==> src/rtl/apb_cmd_master_if.sv <==
// Command/response handshake plus APB requester/completer signals bundled
// for apb_cmd_master. The master modport is the bridge's view; the slave
// modport is the view of whatever sits on the other side: the command source,
// the response sink and the APB completer.
interface apb_cmd_master_if;
    // command channel
    logic        cmd_valid;
    logic        cmd_ready;
    logic        cmd_write;
    logic [31:0] cmd_addr;
    logic [31:0] cmd_wdata;
    logic [3:0]  cmd_strb;
    // response channel
    logic        rsp_valid;
    logic        rsp_ready;
    logic [31:0] rsp_rdata;
    logic        rsp_err;
    logic        rsp_timeout;
    // APB bus
    logic        PSEL;
    logic        PENABLE;
    logic        PWRITE;
    logic [31:0] PADDR;
    logic [31:0] PWDATA;
    logic [3:0]  PSTRB;
    logic [31:0] PRDATA;
    logic        PREADY;
    logic        PSLVERR;

    modport master (
        input  cmd_valid, cmd_write, cmd_addr, cmd_wdata, cmd_strb,
        output cmd_ready,
        output rsp_valid, rsp_rdata, rsp_err, rsp_timeout,
        input  rsp_ready,
        output PSEL, PENABLE, PWRITE, PADDR, PWDATA, PSTRB,
        input  PRDATA, PREADY, PSLVERR
    );

    modport slave (
        output cmd_valid, cmd_write, cmd_addr, cmd_wdata, cmd_strb,
        input  cmd_ready,
        input  rsp_valid, rsp_rdata, rsp_err, rsp_timeout,
        output rsp_ready,
        input  PSEL, PENABLE, PWRITE, PADDR, PWDATA, PSTRB,
        output PRDATA, PREADY, PSLVERR
    );
endinterface

==> src/rtl/apb_cmd_master.sv <==
// apb_cmd_master: turns one valid/ready command at a time into an APB
// SETUP/ACCESS transfer and returns the result on a valid/ready response
// channel. All APB outputs come straight from flops.
// Optional feature: define APB_CMD_MASTER_TIMEOUT_EN to abort an ACCESS
// phase after TIMEOUT_CYCLES wait cycles (rsp_err = rsp_timeout = 1).
module apb_cmd_master #(
    parameter int TIMEOUT_CYCLES = 16
) (
    input logic             PCLK,
    input logic             PRESETn,
    apb_cmd_master_if.master bus
);

    typedef enum logic [1:0] {IDLE, SETUP, ACCESS, RESP} state_t;

    state_t      state_reg, state_next;
    logic        psel_reg, psel_next;
    logic        penable_reg, penable_next;
    logic        pwrite_reg, pwrite_next;
    logic [31:0] paddr_reg, paddr_next;
    logic [31:0] pwdata_reg, pwdata_next;
    logic [3:0]  pstrb_reg, pstrb_next;
    logic        rsp_valid_reg, rsp_valid_next;
    logic [31:0] rsp_rdata_reg, rsp_rdata_next;
    logic        rsp_err_reg, rsp_err_next;

`ifdef APB_CMD_MASTER_TIMEOUT_EN
    localparam int CNT_W = $clog2(TIMEOUT_CYCLES + 1);
    logic [CNT_W-1:0] wait_cnt_reg, wait_cnt_next;
    logic             rsp_timeout_reg, rsp_timeout_next;
    logic             timeout_hit;

    // The wait cycle now ending is the one that brings the count to the limit.
    assign timeout_hit     = (wait_cnt_reg == CNT_W'(TIMEOUT_CYCLES - 1));
    assign bus.rsp_timeout = rsp_timeout_reg;
`else
    // No timeout hardware: the parameter is accepted but has no effect.
    logic unused_timeout_param;
    assign unused_timeout_param = (TIMEOUT_CYCLES > 0);
    assign bus.rsp_timeout      = 1'b0;
`endif

    assign bus.cmd_ready = (state_reg == IDLE);
    assign bus.PSEL      = psel_reg;
    assign bus.PENABLE   = penable_reg;
    assign bus.PWRITE    = pwrite_reg;
    assign bus.PADDR     = paddr_reg;
    assign bus.PWDATA    = pwdata_reg;
    assign bus.PSTRB     = pstrb_reg;
    assign bus.rsp_valid = rsp_valid_reg;
    assign bus.rsp_rdata = rsp_rdata_reg;
    assign bus.rsp_err   = rsp_err_reg;

    // State and output registers; reset drops any transfer in flight.
    always_ff @(posedge PCLK or negedge PRESETn) begin
        if (!PRESETn) begin
            state_reg       <= IDLE;
            psel_reg        <= 1'b0;
            penable_reg     <= 1'b0;
            pwrite_reg      <= 1'b0;
            paddr_reg       <= '0;
            pwdata_reg      <= '0;
            pstrb_reg       <= '0;
            rsp_valid_reg   <= 1'b0;
            rsp_rdata_reg   <= '0;
            rsp_err_reg     <= 1'b0;
`ifdef APB_CMD_MASTER_TIMEOUT_EN
            wait_cnt_reg    <= '0;
            rsp_timeout_reg <= 1'b0;
`endif
        end else begin
            state_reg       <= state_next;
            psel_reg        <= psel_next;
            penable_reg     <= penable_next;
            pwrite_reg      <= pwrite_next;
            paddr_reg       <= paddr_next;
            pwdata_reg      <= pwdata_next;
            pstrb_reg       <= pstrb_next;
            rsp_valid_reg   <= rsp_valid_next;
            rsp_rdata_reg   <= rsp_rdata_next;
            rsp_err_reg     <= rsp_err_next;
`ifdef APB_CMD_MASTER_TIMEOUT_EN
            wait_cnt_reg    <= wait_cnt_next;
            rsp_timeout_reg <= rsp_timeout_next;
`endif
        end
    end

    // Next-state and next-output logic; everything holds unless a branch changes it.
    always_comb begin
        state_next       = state_reg;
        psel_next        = psel_reg;
        penable_next     = penable_reg;
        pwrite_next      = pwrite_reg;
        paddr_next       = paddr_reg;
        pwdata_next      = pwdata_reg;
        pstrb_next       = pstrb_reg;
        rsp_valid_next   = rsp_valid_reg;
        rsp_rdata_next   = rsp_rdata_reg;
        rsp_err_next     = rsp_err_reg;
`ifdef APB_CMD_MASTER_TIMEOUT_EN
        wait_cnt_next    = wait_cnt_reg;
        rsp_timeout_next = rsp_timeout_reg;
`endif
        case (state_reg)
            IDLE: begin
                if (bus.cmd_valid) begin
                    state_next   = SETUP;
                    psel_next    = 1'b1;
                    penable_next = 1'b0;
                    pwrite_next  = bus.cmd_write;
                    paddr_next   = bus.cmd_addr;
                    pwdata_next  = bus.cmd_wdata;
                    // reads never carry strobes
                    pstrb_next   = bus.cmd_write ? bus.cmd_strb : 4'b0000;
                end
            end
            SETUP: begin
                state_next    = ACCESS;
                penable_next  = 1'b1;
`ifdef APB_CMD_MASTER_TIMEOUT_EN
                wait_cnt_next = '0;
`endif
            end
            ACCESS: begin
                // PREADY wins over a timeout landing in the same cycle
                if (bus.PREADY) begin
                    state_next       = RESP;
                    psel_next        = 1'b0;
                    penable_next     = 1'b0;
                    rsp_valid_next   = 1'b1;
                    rsp_rdata_next   = pwrite_reg ? 32'h0 : bus.PRDATA;
                    rsp_err_next     = bus.PSLVERR;
`ifdef APB_CMD_MASTER_TIMEOUT_EN
                    rsp_timeout_next = 1'b0;
                end else if (timeout_hit) begin
                    state_next       = RESP;
                    psel_next        = 1'b0;
                    penable_next     = 1'b0;
                    rsp_valid_next   = 1'b1;
                    rsp_rdata_next   = 32'h0;
                    rsp_err_next     = 1'b1;
                    rsp_timeout_next = 1'b1;
                end else begin
                    wait_cnt_next    = wait_cnt_reg + CNT_W'(1);
`endif
                end
            end
            RESP: begin
                if (bus.rsp_ready) begin
                    state_next     = IDLE;
                    rsp_valid_next = 1'b0;
                end
            end
            default: state_next = IDLE;
        endcase
    end

endmodule
==> src/flat_wrapper.sv <==
// flat-port wrapper written by rule: the top's interface ports become plain ports
module apb_cmd_master_flat 
#(
    parameter int TIMEOUT_CYCLES = 16
)
  (PCLK, PRESETn, bus_cmd_valid, bus_cmd_write, bus_cmd_addr, bus_cmd_wdata, bus_cmd_strb, bus_cmd_ready, bus_rsp_valid, bus_rsp_rdata, bus_rsp_err, bus_rsp_timeout, bus_rsp_ready, bus_PSEL, bus_PENABLE, bus_PWRITE, bus_PADDR, bus_PWDATA, bus_PSTRB, bus_PRDATA, bus_PREADY, bus_PSLVERR);
  apb_cmd_master_if bus_i ();
  input logic PCLK;
  input logic PRESETn;
  input wire logic [$bits(bus_i.cmd_valid)-1:0] bus_cmd_valid;
  input wire logic [$bits(bus_i.cmd_write)-1:0] bus_cmd_write;
  input wire logic [$bits(bus_i.cmd_addr)-1:0] bus_cmd_addr;
  input wire logic [$bits(bus_i.cmd_wdata)-1:0] bus_cmd_wdata;
  input wire logic [$bits(bus_i.cmd_strb)-1:0] bus_cmd_strb;
  output wire logic [$bits(bus_i.cmd_ready)-1:0] bus_cmd_ready;
  output wire logic [$bits(bus_i.rsp_valid)-1:0] bus_rsp_valid;
  output wire logic [$bits(bus_i.rsp_rdata)-1:0] bus_rsp_rdata;
  output wire logic [$bits(bus_i.rsp_err)-1:0] bus_rsp_err;
  output wire logic [$bits(bus_i.rsp_timeout)-1:0] bus_rsp_timeout;
  input wire logic [$bits(bus_i.rsp_ready)-1:0] bus_rsp_ready;
  output wire logic [$bits(bus_i.PSEL)-1:0] bus_PSEL;
  output wire logic [$bits(bus_i.PENABLE)-1:0] bus_PENABLE;
  output wire logic [$bits(bus_i.PWRITE)-1:0] bus_PWRITE;
  output wire logic [$bits(bus_i.PADDR)-1:0] bus_PADDR;
  output wire logic [$bits(bus_i.PWDATA)-1:0] bus_PWDATA;
  output wire logic [$bits(bus_i.PSTRB)-1:0] bus_PSTRB;
  input wire logic [$bits(bus_i.PRDATA)-1:0] bus_PRDATA;
  input wire logic [$bits(bus_i.PREADY)-1:0] bus_PREADY;
  input wire logic [$bits(bus_i.PSLVERR)-1:0] bus_PSLVERR;
  assign bus_i.cmd_valid = bus_cmd_valid;
  assign bus_i.cmd_write = bus_cmd_write;
  assign bus_i.cmd_addr = bus_cmd_addr;
  assign bus_i.cmd_wdata = bus_cmd_wdata;
  assign bus_i.cmd_strb = bus_cmd_strb;
  assign bus_cmd_ready = bus_i.cmd_ready;
  assign bus_rsp_valid = bus_i.rsp_valid;
  assign bus_rsp_rdata = bus_i.rsp_rdata;
  assign bus_rsp_err = bus_i.rsp_err;
  assign bus_rsp_timeout = bus_i.rsp_timeout;
  assign bus_i.rsp_ready = bus_rsp_ready;
  assign bus_PSEL = bus_i.PSEL;
  assign bus_PENABLE = bus_i.PENABLE;
  assign bus_PWRITE = bus_i.PWRITE;
  assign bus_PADDR = bus_i.PADDR;
  assign bus_PWDATA = bus_i.PWDATA;
  assign bus_PSTRB = bus_i.PSTRB;
  assign bus_i.PRDATA = bus_PRDATA;
  assign bus_i.PREADY = bus_PREADY;
  assign bus_i.PSLVERR = bus_PSLVERR;
  apb_cmd_master #(.TIMEOUT_CYCLES(TIMEOUT_CYCLES)) u_core (.PCLK(PCLK), .PRESETn(PRESETn), .bus(bus_i));
endmodule
==> config.mk <==
export PLATFORM = sky130hd
export DESIGN_NAME = apb_cmd_master_flat
export DESIGN_NICKNAME = d
export VERILOG_FILES = /design/src/rtl/apb_cmd_master_if.sv /design/src/rtl/apb_cmd_master.sv /design/src/flat_wrapper.sv
export SDC_FILE = /design/constraint.sdc
export NUM_CORES = 1
export LEC_CHECK = 0
export CORE_ASPECT_RATIO = 0.75
export CORE_MARGIN = 3
export CORE_UTILIZATION = 35
export DETAILED_ROUTE_END_ITERATION = 8
export MAX_ROUTING_LAYER = met4
export PLACE_DENSITY = 0.71
export SKIP_LAST_GASP = 1
export SLEW_MARGIN = 20
export SYNTH_ARGS = -nofsm -noshare
export SYNTH_HDL_FRONTEND = slang
export SYNTH_SLANG_ARGS = --single-unit
==> constraint.sdc <==
create_clock -name PCLK -period 3.1 [get_ports PCLK]
set_input_delay 0.93 -clock PCLK [delete_from_list [all_inputs] [get_ports PCLK]]
set_output_delay 0.93 -clock PCLK [all_outputs]
set_load 0.02 [all_outputs]
==> impl_summary.txt <==
----------------------------------------------------
[GRT]
  Number of global-route vias before repair ... 3,218
  Total routing resource utilization after global routing ... 16.4%
  Global-route congestion overflow total ... 0
  Wire length of the first global-routing pass ... 17,200 µm
  Maximum number of pins on one net before global-route repair ... 67
  Antenna violations before repair ... 0

[Finish]
  Layout-stage area growth over the synthesis result ... 60.0%
  Commonest cells after routing, fill and taps aside ... sky130_fd_sc_hd__clkdlybuf4s50_1 (211), sky130_fd_sc_hd__dfrtp_1 (107), sky130_fd_sc_hd__mux2_2 (68)
  Post-layout nets ... 651
  Share of post-route cells with drive strength above 1 ... 17.3%
  Final cell utilization of the core ... 58.3%
  Filler cell count ... 1,004
  Final antenna diode count ... 0
  Most common cell after layout, fill and taps aside ... sky130_fd_sc_hd__clkdlybuf4s50_1

[Drt]
  Residual DRC ... 0
  Total number of vias ... 3,201
  Final wirelength ... 11,000 µm
  Via density ... 4.54
  Average wire per cell in the routed design ... 15.6 µm
  First-pass detailed-route iteration total ... 4
  DRC violation total after the first TritonRoute iteration ... 92
  Count of antenna-violating nets left after detailed routing ... 0

[Place]
  Final weighted congestion of routability-driven global placement ... 0.768
  Placed wire-length estimate ... 8310 µm
  Port buffer count ... 212

[Synth]
  Post-synthesis area per instance ... 13.2 µm²
  Cell area after technology mapping ... 0.00430 mm²
  Share of synthesized area occupied by flip-flops and latches ... 62.3%
  Post-synthesis cell type with the largest combined area ... sky130_fd_sc_hd__dfrtp_1
  Post-Syn Instances ... 326
  Top post-synthesis cells by area ... sky130_fd_sc_hd__dfrtp_1 (62%), sky130_fd_sc_hd__mux2_2 (18%), sky130_fd_sc_hd__nand2b_1 (4.7%)
  Fraction of synthesized cell area taken by the top area cell type ... 62.3%
  Number of distinct library cells after synthesis ... 21
  Number of synthesized register bits ... 107
  Synth Warn # ... 0
  Post-synthesis net count ... 439

[STA]
  Fmax achieved ... 0.372 GHz
  Clock skew after layout ... 0.00571 ns
  Transition time at the pin with the least slew margin ... 0.850 ns
  Worst slew margin ... 43.3%
  # setup viols final ... 0
  WHS ... 0.478 ns
  Final critical-path required period ... 2.69 ns
  Unrepaired setup endpoints after global routing ... no
  Portion of the clock cycle consumed by the worst path in the final layout ... 86.8%
  Post-Route Setup TNS ... 0 ns
  Final Hold Viols ... 0
  Pins over their slew limit ... 0

[Power and ir drop]
  Peak supply drop ... 0.532 mV
  Power consumption ... 7.30 mW
  Pwr Density ... 1060 mW/mm²
  Reported leakage power ... 2.91 nW

[Min path]
  Instance count along the most critical hold path ... 2
  Class of the most critical hold timing path ... register to register

[Flow run]
  Max Cap Viol ... 0

[Worst setup path]
  Reg2Reg Depth ... 5
  Crit path kind ... register to output port
  Data arrival time at the worst-slack endpoint ... 1.76 ns
  Worst setup path endpoint ... bus_cmd_ready
  Worst EP required ... 2.17 ns
  Type of element capturing the critical path ... output port
  Slack of the worst reg-to-reg path ... 1.16 ns
  Terminus of the critical flop-to-flop path ... u_core.bus.PADDR[20]
  Reg-to-reg startpoint ... u_core.state_reg[1]
  Startpoint Class ... register
  Critical Path Fanout Max ... 5
  Critical Path Start ... u_core.state_reg[1]

[Clock network]
  CTS tree ... built
  Clock transition at path regs ... 0.07 ns
  Number of buffers between clock root and the deepest sink ... 2
  Total CTS buffers ... 9
  Number of hold-repair buffers added at the cts stage ... 0
  Insertion delay to the later sink of the worst-skew pair ... 0.34 ns
  Resize count post-CTS ... 0
  Cell chosen for the clock root ... sky130_fd_sc_hd__clkbuf_16
  CTS H-Tree Depth ... 3
  TritonCTS Sinks ... 107
  Setup repair bufs after CTS ... 0

[Die]
  Initial core utilization ... 36.5%
  Die Width ... 134 µm
  # rows ... 34
  Top-level port count ... 214
  Chip Height ... 102 µm
  Total die area ... 0.0137 mm²
  Area of the core ... 0.0118 mm²

[Status]
  Run status ... finished clean

----------------------------------------------------
==> Yosys cell counts (all sizes together) <==
cell,count
clkbuf,10
a21oi,2
nand2b,32
nor3,2
buf,8
conb,1
dfrtp,107
mux2,68
ha,6
and2b,2
nand2,42
nor2b,1
o21ai,39
o32a,1
o2bb2ai,1
inv,4
==> worst min-delay path by stage <==
| stage | from | to | slack (ns) |
|---|---|---|---|
| 6_report | u_core.bus.rsp_rdata[30] | u_core.bus.rsp_rdata[30] | 0.48 |
| 5_1_grt | u_core.bus.rsp_rdata[7] | u_core.bus.rsp_rdata[7] | 0.51 |
| 4_1_cts | u_core.bus.rsp_rdata[21] | u_core.bus.rsp_rdata[21] | 0.49 |
| 3_5_place_dp | u_core.bus.rsp_rdata[3] | u_core.bus.rsp_rdata[3] | 0.47 |
| 3_3_place_gp | u_core.bus.rsp_rdata[28] | u_core.bus.rsp_rdata[28] | 0.46 |
| 2_1_floorplan | u_core.state_reg[0] | u_core.state_reg[0] | 0.55 |
==> power breakdown <==
part	leakage [nW]	switching, mW	total (mW)	internal, mW
clock network	0.144	0.504	1.14	0.635
registers	1.30	0.358	2.45	2.09
logic	1.46	1.77	3.72	1.94
==> metal layers <==
layer,up-vias,track usage (%),part of all wire [%]
li1,1520,-,-
met1,1537,20.3,41
met2,124,25.9,48
met3,20,5.02,8.0
met4,0,5.38,2.2
met5,-,-,0
==> layout make-up <==
class | count | area, µm² | share of cell area [%]
Clock buffer | 10 | 229 | 3.33
Multi-Input combinational cell | 197 | 1470 | 21.4
Timing Repair Buffer | 219 | 2210 | 32.1
Inverter | 4 | 15.0 | 0.218
Clock inverter | 6 | 72.6 | 1.06
Tap cell | 162 | 203 | 2.95
Sequential cell | 107 | 2680 | 39.0
==> cells by family after synthesis <==
| family | share of synthesized area, % |
|---|---|
| compound gates | 5.21 |
| mux | 17.8 |
| buf+inv | 3.58 |
| other cells | 0.0873 |
| flops | 62.3 |
| fa+ha+maj | 1.75 |
| simple gates | 9.23 |
==> critical path: stages (launching register included) <==
cell and delay [ns]:
sky130_fd_sc_hd__dfrtp_1 0.44, sky130_fd_sc_hd__inv_1 0.14, sky130_fd_sc_hd__ha_1 0.23, sky130_fd_sc_hd__clkdlybuf4s50_1 0.62
==> per-stage QoR <==
step,instances,area [µm²],setup slack [ns]
floorplan,326,4300,1.33
global placement,689,6570,0.572
detailed placement,689,6570,0.481
CTS,705,6870,0.401
global route,705,6870,0.335
finish,705,6870,0.409
Power figures use the tool's default switching activity.
